$ cat config.mk
export PLATFORM = sky130hd
export DESIGN_NAME = midi_rx_parser
export DESIGN_NICKNAME = d
export VERILOG_FILES = /design/src/rtl/midi_rx_parser.sv
export SDC_FILE = /design/constraint.sdc
export NUM_CORES = 1
export LEC_CHECK = 0
export ABC_AREA = 1
export BUFFER_PORTS_ARGS = -buffer_cell sky130_fd_sc_hd__clkbuf_2
export CAP_MARGIN = 20
export CORE_ASPECT_RATIO = 0.7
export CORE_MARGIN = 2
export CORE_UTILIZATION = 24
export CTS_CLUSTER_DIAMETER = 40
export DETAILED_ROUTE_END_ITERATION = 12
export GPL_TIMING_DRIVEN = 0
export PLACE_DENSITY = 0.39
export SKIP_CTS_REPAIR_TIMING = 1
export SLEW_MARGIN = 20
export SYNTH_ARGS = -nofsm -noshare
export SYNTH_HDL_FRONTEND = slang
export SYNTH_SLANG_ARGS = --single-unit
export TNS_END_PERCENT = 1
$ cat constraint.sdc
create_clock -name SYSCLK -period 2.08 [get_ports SYSCLK]
set_clock_uncertainty 0.2 [all_clocks]
set_input_delay 0.104 -clock SYSCLK [delete_from_list [all_inputs] [get_ports SYSCLK]]
set_output_delay 0.104 -clock SYSCLK [all_outputs]
set_load 0.03 [all_outputs]
$ cat src/rtl/midi_rx_parser.sv
// MIDI serial receiver plus channel-message assembler.
// The UART recovers 8N1 bytes from the 31250-baud line. The parser then
// applies running status and drops real-time and system bytes. Each
// completed channel message is presented through a valid/ready handshake.
module midi_rx_parser #(
   parameter int CLKS_PER_BIT = 320
) (
   input  logic       SYSCLK,
   input  logic       SYSRESET,
   input  logic       MIDI_RX,
   output logic [7:0] RX_BYTE,
   output logic       RXRDY,
   output logic       FRAME_ERR,
   output logic       MSG_VALID,
   input  logic       MSG_READY,
   output logic [7:0] MSG_STATUS,
   output logic [6:0] MSG_DATA1,
   output logic [6:0] MSG_DATA2,
   output logic       OVERRUN
);

   localparam int CW = $clog2(CLKS_PER_BIT) + 1;
   localparam logic [CW-1:0] FULL_LD = CW'(CLKS_PER_BIT - 1);
   localparam logic [CW-1:0] HALF_LD = CW'(CLKS_PER_BIT / 2 - 1);

   typedef enum logic [1:0] {IDLE, START, DATA, STOP} uart_st_t;

   // synchronizer and edge history
   logic            rx_meta_q, rx_sync_q, rx_prev_q;
   // UART state
   uart_st_t        st_q, st_d;
   logic [CW-1:0]   cnt_q, cnt_d;
   logic [2:0]      bit_q, bit_d;
   logic [7:0]      shift_q, shift_d;
   logic [7:0]      rx_byte_q, rx_byte_d;
   logic            rxrdy_q, rxrdy_d;
   logic            ferr_q, ferr_d;
   // parser state (rs_q == 0 means no running status)
   logic [7:0]      rs_q, rs_d;
   logic            dcnt_q, dcnt_d;
   logic [6:0]      d1h_q, d1h_d;
   // presented message
   logic            vld_q, vld_d;
   logic [7:0]      stat_q, stat_d;
   logic [6:0]      d1_q, d1_d, d2_q, d2_d;
   logic            ovr_q, ovr_d;
   // completion of a message this cycle
   logic            done;
   logic [6:0]      c_d1, c_d2;

   // UART next state: half-bit delay to the start-bit centre, then whole-bit steps
   always_comb begin
      st_d      = st_q;
      cnt_d     = cnt_q;
      bit_d     = bit_q;
      shift_d   = shift_q;
      rx_byte_d = rx_byte_q;
      rxrdy_d   = 1'b0;
      ferr_d    = 1'b0;
      unique case (st_q)
         IDLE: begin
            if (rx_prev_q && !rx_sync_q) begin
               st_d  = START;
               cnt_d = HALF_LD;
            end
         end
         START: begin
            if (cnt_q == '0) begin
               if (rx_sync_q) begin
                  st_d = IDLE;        // too short to be a start bit
               end else begin
                  st_d  = DATA;
                  cnt_d = FULL_LD;
                  bit_d = 3'd0;
               end
            end else begin
               cnt_d = cnt_q - 1'b1;
            end
         end
         DATA: begin
            if (cnt_q == '0) begin
               shift_d = {rx_sync_q, shift_q[7:1]};
               cnt_d   = FULL_LD;
               bit_d   = bit_q + 3'd1;
               if (bit_q == 3'd7) st_d = STOP;
            end else begin
               cnt_d = cnt_q - 1'b1;
            end
         end
         STOP: begin
            if (cnt_q == '0) begin
               st_d = IDLE;
               if (rx_sync_q) begin
                  rx_byte_d = shift_q;
                  rxrdy_d   = 1'b1;
               end else begin
                  ferr_d = 1'b1;
               end
            end else begin
               cnt_d = cnt_q - 1'b1;
            end
         end
         default: st_d = IDLE;
      endcase
   end

   // parser: running status, data collection and the handshake on the output message
   always_comb begin
      rs_d   = rs_q;
      dcnt_d = dcnt_q;
      d1h_d  = d1h_q;
      done   = 1'b0;
      c_d1   = '0;
      c_d2   = '0;
      if (rxrdy_q) begin
         if (rx_byte_q[7:3] == 5'b11111) begin
            // real-time byte: transparent to the parser
         end else if (rx_byte_q[7:4] == 4'hF) begin
            rs_d   = '0;
            dcnt_d = 1'b0;
         end else if (rx_byte_q[7]) begin
            rs_d   = rx_byte_q;
            dcnt_d = 1'b0;
         end else if (rs_q != '0) begin
            if (!dcnt_q) begin
               if (rs_q[7:5] == 3'b110) begin
                  done = 1'b1;          // program change / channel pressure
                  c_d1 = rx_byte_q[6:0];
               end else begin
                  d1h_d  = rx_byte_q[6:0];
                  dcnt_d = 1'b1;
               end
            end else begin
               done   = 1'b1;
               c_d1   = d1h_q;
               c_d2   = rx_byte_q[6:0];
               dcnt_d = 1'b0;
            end
         end
      end

      vld_d  = vld_q & ~MSG_READY;
      stat_d = stat_q;
      d1_d   = d1_q;
      d2_d   = d2_q;
      ovr_d  = 1'b0;
      if (done) begin
         if (!vld_q || MSG_READY) begin
            vld_d  = 1'b1;
            stat_d = rs_q;
            d1_d   = c_d1;
            d2_d   = c_d2;
         end else begin
            ovr_d = 1'b1;          // consumer still holds the previous message
         end
      end
   end

   // state registers with synchronous reset
   always_ff @(posedge SYSCLK) begin
      if (SYSRESET) begin
         rx_meta_q <= 1'b1;
         rx_sync_q <= 1'b1;
         rx_prev_q <= 1'b1;
         st_q      <= IDLE;
         cnt_q     <= '0;
         bit_q     <= '0;
         shift_q   <= '0;
         rx_byte_q <= '0;
         rxrdy_q   <= 1'b0;
         ferr_q    <= 1'b0;
         rs_q      <= '0;
         dcnt_q    <= 1'b0;
         d1h_q     <= '0;
         vld_q     <= 1'b0;
         stat_q    <= '0;
         d1_q      <= '0;
         d2_q      <= '0;
         ovr_q     <= 1'b0;
      end else begin
         rx_meta_q <= MIDI_RX;
         rx_sync_q <= rx_meta_q;
         rx_prev_q <= rx_sync_q;
         st_q      <= st_d;
         cnt_q     <= cnt_d;
         bit_q     <= bit_d;
         shift_q   <= shift_d;
         rx_byte_q <= rx_byte_d;
         rxrdy_q   <= rxrdy_d;
         ferr_q    <= ferr_d;
         rs_q      <= rs_d;
         dcnt_q    <= dcnt_d;
         d1h_q     <= d1h_d;
         vld_q     <= vld_d;
         stat_q    <= stat_d;
         d1_q      <= d1_d;
         d2_q      <= d2_d;
         ovr_q     <= ovr_d;
      end
   end

   assign RX_BYTE    = rx_byte_q;
   assign RXRDY      = rxrdy_q;
   assign FRAME_ERR  = ferr_q;
   assign MSG_VALID  = vld_q;
   assign MSG_STATUS = stat_q;
   assign MSG_DATA1  = d1_q;
   assign MSG_DATA2  = d2_q;
   assign OVERRUN    = ovr_q;

endmodule
==> results.sh, run 1 <==
export IMPL_outcome="finished, final reports clean"
export IMPL_fin_cells=748
export IMPL_cp_startpoint="cnt_q[0]$_SDFFE_PP0P_"
export IMPL_end_kind="flip-flop"
export IMPL_yosysUniqueCellTypes=33
export IMPL_arrival_ns=1.99
export IMPL_dp_cells=731
export IMPL_grt_pass1_wl_um=15690
export IMPL_endpoint="cnt_q[5]$_SDFFE_PP0P_"
export IMPL_syn_area_per_cell_um2=6.976
export IMPL_multi_input_area_mm2=0.001682
export IMPL_clkPwrFrac_pct=41.3
export IMPL_internal_power_uw=2665
export IMPL_drc=0
export IMPL_min_period_ns=1.918
export IMPL_ant_nets=0
export IMPL_drv_slew=0
export IMPL_coreArea_mm2=0.01410
export IMPL_leakagePower_uw=0.001916
export IMPL_finalInstanceArea_mm2=0.004255
export IMPL_relSlewSlack_pct=60.85
export IMPL_finalCritPeriodShare_pct=92.20
export IMPL_setup_viol=0
export IMPL_netlist_instances=504
export IMPL_ir_drop_mv=0.3068
export IMPL_root_buffer="clkbuf_16"
export IMPL_io_buffers=37
export IMPL_rows=36
export IMPL_ys_seq_area_share_pct=43.27
export IMPL_grt_max_degree=13
export IMPL_worstPathRequired_ns=2.15
export IMPL_power_uw=3789
export IMPL_cts_path_max_buffers=2
export IMPL_worstSkewPairLatency_ns=0.34
export IMPL_rsz0062_at_grt="true"
export IMPL_die_w_um=148.7
export IMPL_fmax_mhz=521.5
export IMPL_synth_nets=516
export IMPL_grt_use_total_pct=13.18
export IMPL_cap_violations=0
export IMPL_grt_use_met1_pct=19.80
export IMPL_final_hold_violation_count=0
export IMPL_syn_area_mm2=0.003516
export IMPL_power_density_mw_per_mm2=890.3
export IMPL_nets=566
export IMPL_cts_htree_levels=3
export IMPL_placed_area_mm2=0.003939
export IMPL_die_h_um=105.3
export IMPL_path_class="reg -> reg"
export IMPL_yosys_warnings=0
export IMPL_final_fill_count=1550
export IMPL_grt_pass1_vias=2833
export IMPL_routed_wl_um=9700
export IMPL_dpl_hpwl_um=7180
export IMPL_clk_pin_slew_worst_paths_ns=0.06
export IMPL_drive_gt1_share_pct=15.05
export IMPL_die_area_mm2=0.01565
export IMPL_clock_sinks=76
export IMPL_worstMarginPinSlew_ns=0.5873
export IMPL_routed_via_density=4.206
export IMPL_place_congestion=0.7751
export IMPL_cts_tree="yes"
export IMPL_gr_total_overflow=0
export IMPL_hp_class="in -> reg"
export IMPL_ios=38
export IMPL_antenna_found_initial=0
export IMPL_power_switching_uw=1123
export IMPL_cp_start_kind="flip-flop"
export IMPL_combPwrFrac_pct=17.8
export IMPL_area_delta_synth_final_pct=21.03
export IMPL_p_seq_share_pct=40.9
export IMPL_n_antenna_cell=0
export IMPL_swShare_pct=29.65
export IMPL_reg2reg_setup_slack_ns=0.16
export IMPL_r2r_end="cnt_q[5]$_SDFFE_PP0P_"
export IMPL_use_met3_pct=4.719
export IMPL_critPathMaxFanout=8
export IMPL_synth_seq_cells=76
export IMPL_reg2reg_from="cnt_q[0]$_SDFFE_PP0P_"
export IMPL_first_pass_iters=4
export IMPL_wl_per_cell_um=12.97
export IMPL_cts_buffers=9
export IMPL_top_usage_layer="met1"
export IMPL_initial_utilization_pct=24.94
export IMPL_reg2regPathDepth=10
export IMPL_drtIter0Drc=242
export IMPL_regArea_mm2=0.001521
export IMPL_use_met2_pct=17.56
export IMPL_vias=3146
## flip-flops by register name (all words and copies together) (netlist names), 3 cells and up, named ones only
register    cells
MSG_DATA1       7
rs_q            8
MSG_DATA2       7
cnt_q          10
d1h_q           7
MSG_STATUS      8
RX_BYTE         8
bit_q           3
shift_q         8
## area by class of cell
type | count | share of cell area [%]
buffer | 15 | 1.676
clock inverter | 5 | 1.235
sequential | 76 | 35.75
clock buffer | 10 | 5.616
tap | 190 | 5.587
inverter | 65 | 5.792
multi-input combinational | 348 | 39.52
timing repair buffer | 39 | 4.822
## worst max-delay path, stage by stage (launching register included)
cell and delay (ns):
dfxtp_1 0.32, inv_1 0.13, ha_2 0.24, nand2_2 0.11, nor2_8 0.20, nand3_1 0.25
nand2_1 0.12, inv_1 0.04, nor2_1 0.10, nor2_1 0.05, nor2_1 0.08
## cell usage after synthesis (all sizes together)
library cell | instances | area, µm²
nand3 | 23 | 137.6
inv | 64 | 242.7
or2 | 2 | 12.51
nand2 | 111 | 441.7
dfxtp | 76 | 1521
clkinv | 1 | 3.750
xnor2 | 1 | 8.760
nor2 | 118 | 491.7
nand4 | 7 | 65.06
buf | 8 | 45.04
o21a | 2 | 15.01
clkbuf | 7 | 26.28
a21boi | 2 | 15.01
o21ai | 33 | 165.2
ha | 8 | 100.1
xor2 | 1 | 8.760
o211ai | 1 | 7.510
nor3 | 6 | 30.03
a21oi | 28 | 140.1
o31ai | 5 | 37.54
## cell usage in the layout, fill, tap and decap left out, drive strengths merged, types with 6 or more instances in the layout
cell type and count:
nor3 6, inv 64, clkbuf 54, nand2 111, buf 8, nor2 118
dfxtp 76, o21ai 33, nand4 7, a21oi 28, ha 8, nand3 23
## cell families after synthesis
logic type | Yosys count | synth area share [%]
xor+xnor | 2 | 0.4983
compound gates | 71 | 10.82
fa+ha+maj | 8 | 2.847
flops | 76 | 43.27
simple gates | 267 | 33.52
buf+inv | 80 | 9.039
## layer usage
layer  part of all wire (%)  vias up
met4                   0.79        0
met5                      0        -
li1                       -     1677
met1                     53     1393
met2                     39       71
met3                    7.0        5
## worst min-delay path by stage
stage              from              endpoint  slack [ns]  cells after the start
2_1_floorplan   MIDI_RX  rx_meta_q$_SDFF_PP1_       0.008                      1
3_3_place_gp    MIDI_RX  rx_meta_q$_SDFF_PP1_        0.10                      2
3_5_place_dp    MIDI_RX  rx_meta_q$_SDFF_PP1_        0.09                      2
4_1_cts         MIDI_RX  rx_meta_q$_SDFF_PP1_       -0.26                      2
5_1_grt        SYSRESET  rx_prev_q$_SDFF_PP1_        0.07                      3
6_report       SYSRESET  rx_prev_q$_SDFF_PP1_        0.03                      3
## power groups by stage
stage	registers [µW]	clock network [µW]	logic [µW]
detailed placement	1580	0	663
CTS	1550	1620	667
finish	1550	1560	674
global route	1550	1680	773
global placement	1580	0	665
floorplan	1570	0	527
## per-stage QoR
step	util (%)	worst slack, ns	hold slack (ns)	setup TNS [ns]
after CTS	30.01	0.07729	-0.2598	0
after detailed placement	27.94	0.08759	0.09325	0
after global placement	27.94	0.08737	0.1045	0
after floorplan	-	0.3740	0.007811	0
final	30.18	0.1623	0.03408	0
after global routing	30.18	-0.005558	0.06880	-0.005558
Power figures use the tool's default switching activity.
==> run 2: changes to the inputs <==
- BUFFER_PORTS_ARGS: -buffer_cell sky130_fd_sc_hd__clkbuf_2 -> default
- DONT_BUFFER_PORTS: default -> 1
- GPL_ROUTABILITY_DRIVEN: default -> 0
- PLACE_DENSITY: 0.39 -> 0.37
- REMOVE_ABC_BUFFERS: default -> 1
==> results.sh, run 2 (synthesis gave the netlist of run 1 again) <==
export IMPL_path_cells="inv_1 -> nor3_1 -> nor2_1 -> nand3_1 -> nand3_1 -> nand2_1 -> nor2_1"
export IMPL_cp_startpoint="RX_BYTE[4]$_SDFFE_PP0P_"
export IMPL_cts_tree="yes"
export IMPL_drv_slew=0
export IMPL_top_register="cnt_q"
export IMPL_clk_pin_slew_worst_paths_ns=0.06
export IMPL_worstPathRequired_ns=2.12
export IMPL_first_pass_iters=4
export IMPL_grt_max_degree=42
export IMPL_setup_viol=0
export IMPL_antenna_found_initial=0
export IMPL_ant_nets=0
export IMPL_fmax_mhz=496.0
export IMPL_vias=2990
export IMPL_drc=0
export IMPL_mostFrequentLayoutCells="nor2_1, nand2_1, dfxtp_1"
export IMPL_nets=521
export IMPL_die_w_um=148.7
export IMPL_arrival_ns=2.06
export IMPL_layout_commonest_cell="nor2_1"
export IMPL_rows=36
export IMPL_swShare_pct=27.35
export IMPL_initial_utilization_pct=24.94
export IMPL_power_density_mw_per_mm2=990.2
export IMPL_gr_total_overflow=0
export IMPL_hold_ws_ns=-0.3731
export IMPL_final_setup_worst_slack_ns=0.06370
export IMPL_worstMarginPinSlew_ns=0.5188
export IMPL_routed_wl_um=9127
export IMPL_finalCritPeriodShare_pct=96.94
export IMPL_cp_depth=7
export IMPL_reg2reg_from="RX_BYTE[4]$_SDFFE_PP0P_"
export IMPL_reg2regPathDepth=7
export IMPL_violations="hold timing"
export IMPL_rsz0062_at_grt="true"
export IMPL_clock_sinks=76
export IMPL_drive_gt1_share_pct=9.552
export IMPL_hp_class="in -> reg"
export IMPL_dpl_hpwl_um=6446
export IMPL_p_seq_share_pct=37.4
export IMPL_path_class="reg -> reg"
export IMPL_cts_htree_levels=3
export IMPL_relSlewSlack_pct=65.36
export IMPL_root_buffer="clkbuf_16"
export IMPL_n_antenna_cell=0
export IMPL_tns_ns=0
export IMPL_area_delta_synth_final_pct=18.97
export IMPL_worstHoldStart="SYSRESET"
export IMPL_cts_buffers=9
export IMPL_grt_pass1_vias=2801
export IMPL_final_hold_violation_count=31
export IMPL_whs_path_depth=1
export IMPL_drtIter0Drc=125
export IMPL_ir_drop_mv=0.4455
export IMPL_die_h_um=105.3
export IMPL_ios=38
export IMPL_combPwrFrac_pct=15.7
export IMPL_largest_register_ffs=10
export IMPL_io_buffers=0
export IMPL_worstSkewPairLatency_ns=0.34
export IMPL_cp_num_buf_inv=1
export IMPL_cap_violations=0
export IMPL_path_delay_family="simple AND/OR/NAND/NOR gates"
export IMPL_power_switching_uw=1133
export IMPL_coreArea_mm2=0.01410
export IMPL_end_kind="flip-flop"
export IMPL_min_period_ns=2.016
export IMPL_max_stage_delay_ns=0.59
export IMPL_die_area_mm2=0.01565
export IMPL_outcome="complete, but fails checks"
export IMPL_cp_start_kind="flip-flop"
export IMPL_leakagePower_uw=0.001810
export IMPL_clkPwrFrac_pct=46.8
export IMPL_slowest_stage="dfxtp_1"
export IMPL_internal_power_uw=3009
export IMPL_routed_via_density=4.253
export IMPL_pre_cts_slack_ns=-0.1844
export IMPL_wl_per_cell_um=12.98
export IMPL_critPathMaxFanout=5
export IMPL_cts_path_max_buffers=2
export IMPL_grt_pass1_wl_um=14710
export IMPL_grt_use_total_pct=12.16
==> run 2: worst register-to-register path: cells and delay by family (launching register included) <==
family	cells	cell delay [ns]
AND/OR/NAND/NOR	6	0.88
flip-flops	1	0.59
buffers and inverters	1	0.22
==> run 2: through the flow <==
step / std cells / total power (µW) / util (%) / hold slack, ns / instance area (µm²)
final: 703 / 4142 / 29.67 / -0.3731 / 4183
after floorplan: 489 / 2089 / - / -0.02693 / 3445
after global placement: 679 / 2220 / 26.12 / -0.02035 / 3682
after global routing: 703 / 4351 / 29.67 / -0.3906 / 4183
after CTS: 696 / 4194 / 29.04 / -0.3904 / 4094
after detailed placement: 681 / 2225 / 26.46 / -0.01695 / 3731
==> run 2: final timing paths <==
kind,end,slack [ns]
setup / recovery,MSG_DATA2[6]$_SDFFE_PP0P_,0.06
hold / removal,cnt_q[0]$_SDFFE_PP0P_,-0.37
setup reg to reg,MSG_DATA2[6]$_SDFFE_PP0P_,0.06
hold reg to reg,bit_q[1]$_SDFFE_PP0P_,0.26
==> run 2: area by class of cell <==
| cell class | count | area, µm² |
|---|---|---|
| clock buffer | 9 | 225.2 |
| clock inverter | 6 | 137.6 |
| fill | 1528 | 9916 |
| inverter | 65 | 247.7 |
| multi-input combinational | 348 | 1703 |
| sequential | 76 | 1524 |
| tap | 190 | 237.7 |
| timing repair buffer | 9 | 107.6 |
==> run 2: per-layer routing <==
metal / global-route usage (%) / part of all wire (%) / vias to the layer above
met5: 0 / 0 / -
met4: 4.694 / 1.5 / 0
met2: 16.77 / 38 / 43
met1: 17.46 / 55 / 1353
met3: 3.810 / 5.2 / 8
li1: - / - / 1586
==> run 2: power by group through the flow <==
stage / Combinational (µW) / Sequential (µW) / Clock (µW)
2_1_floorplan: 520 / 1570 / 0
3_3_place_gp: 640 / 1580 / 0
3_5_place_dp: 643 / 1580 / 0
4_1_cts: 646 / 1550 / 2000
5_1_grt: 748 / 1560 / 2050
6_report: 652 / 1550 / 1940
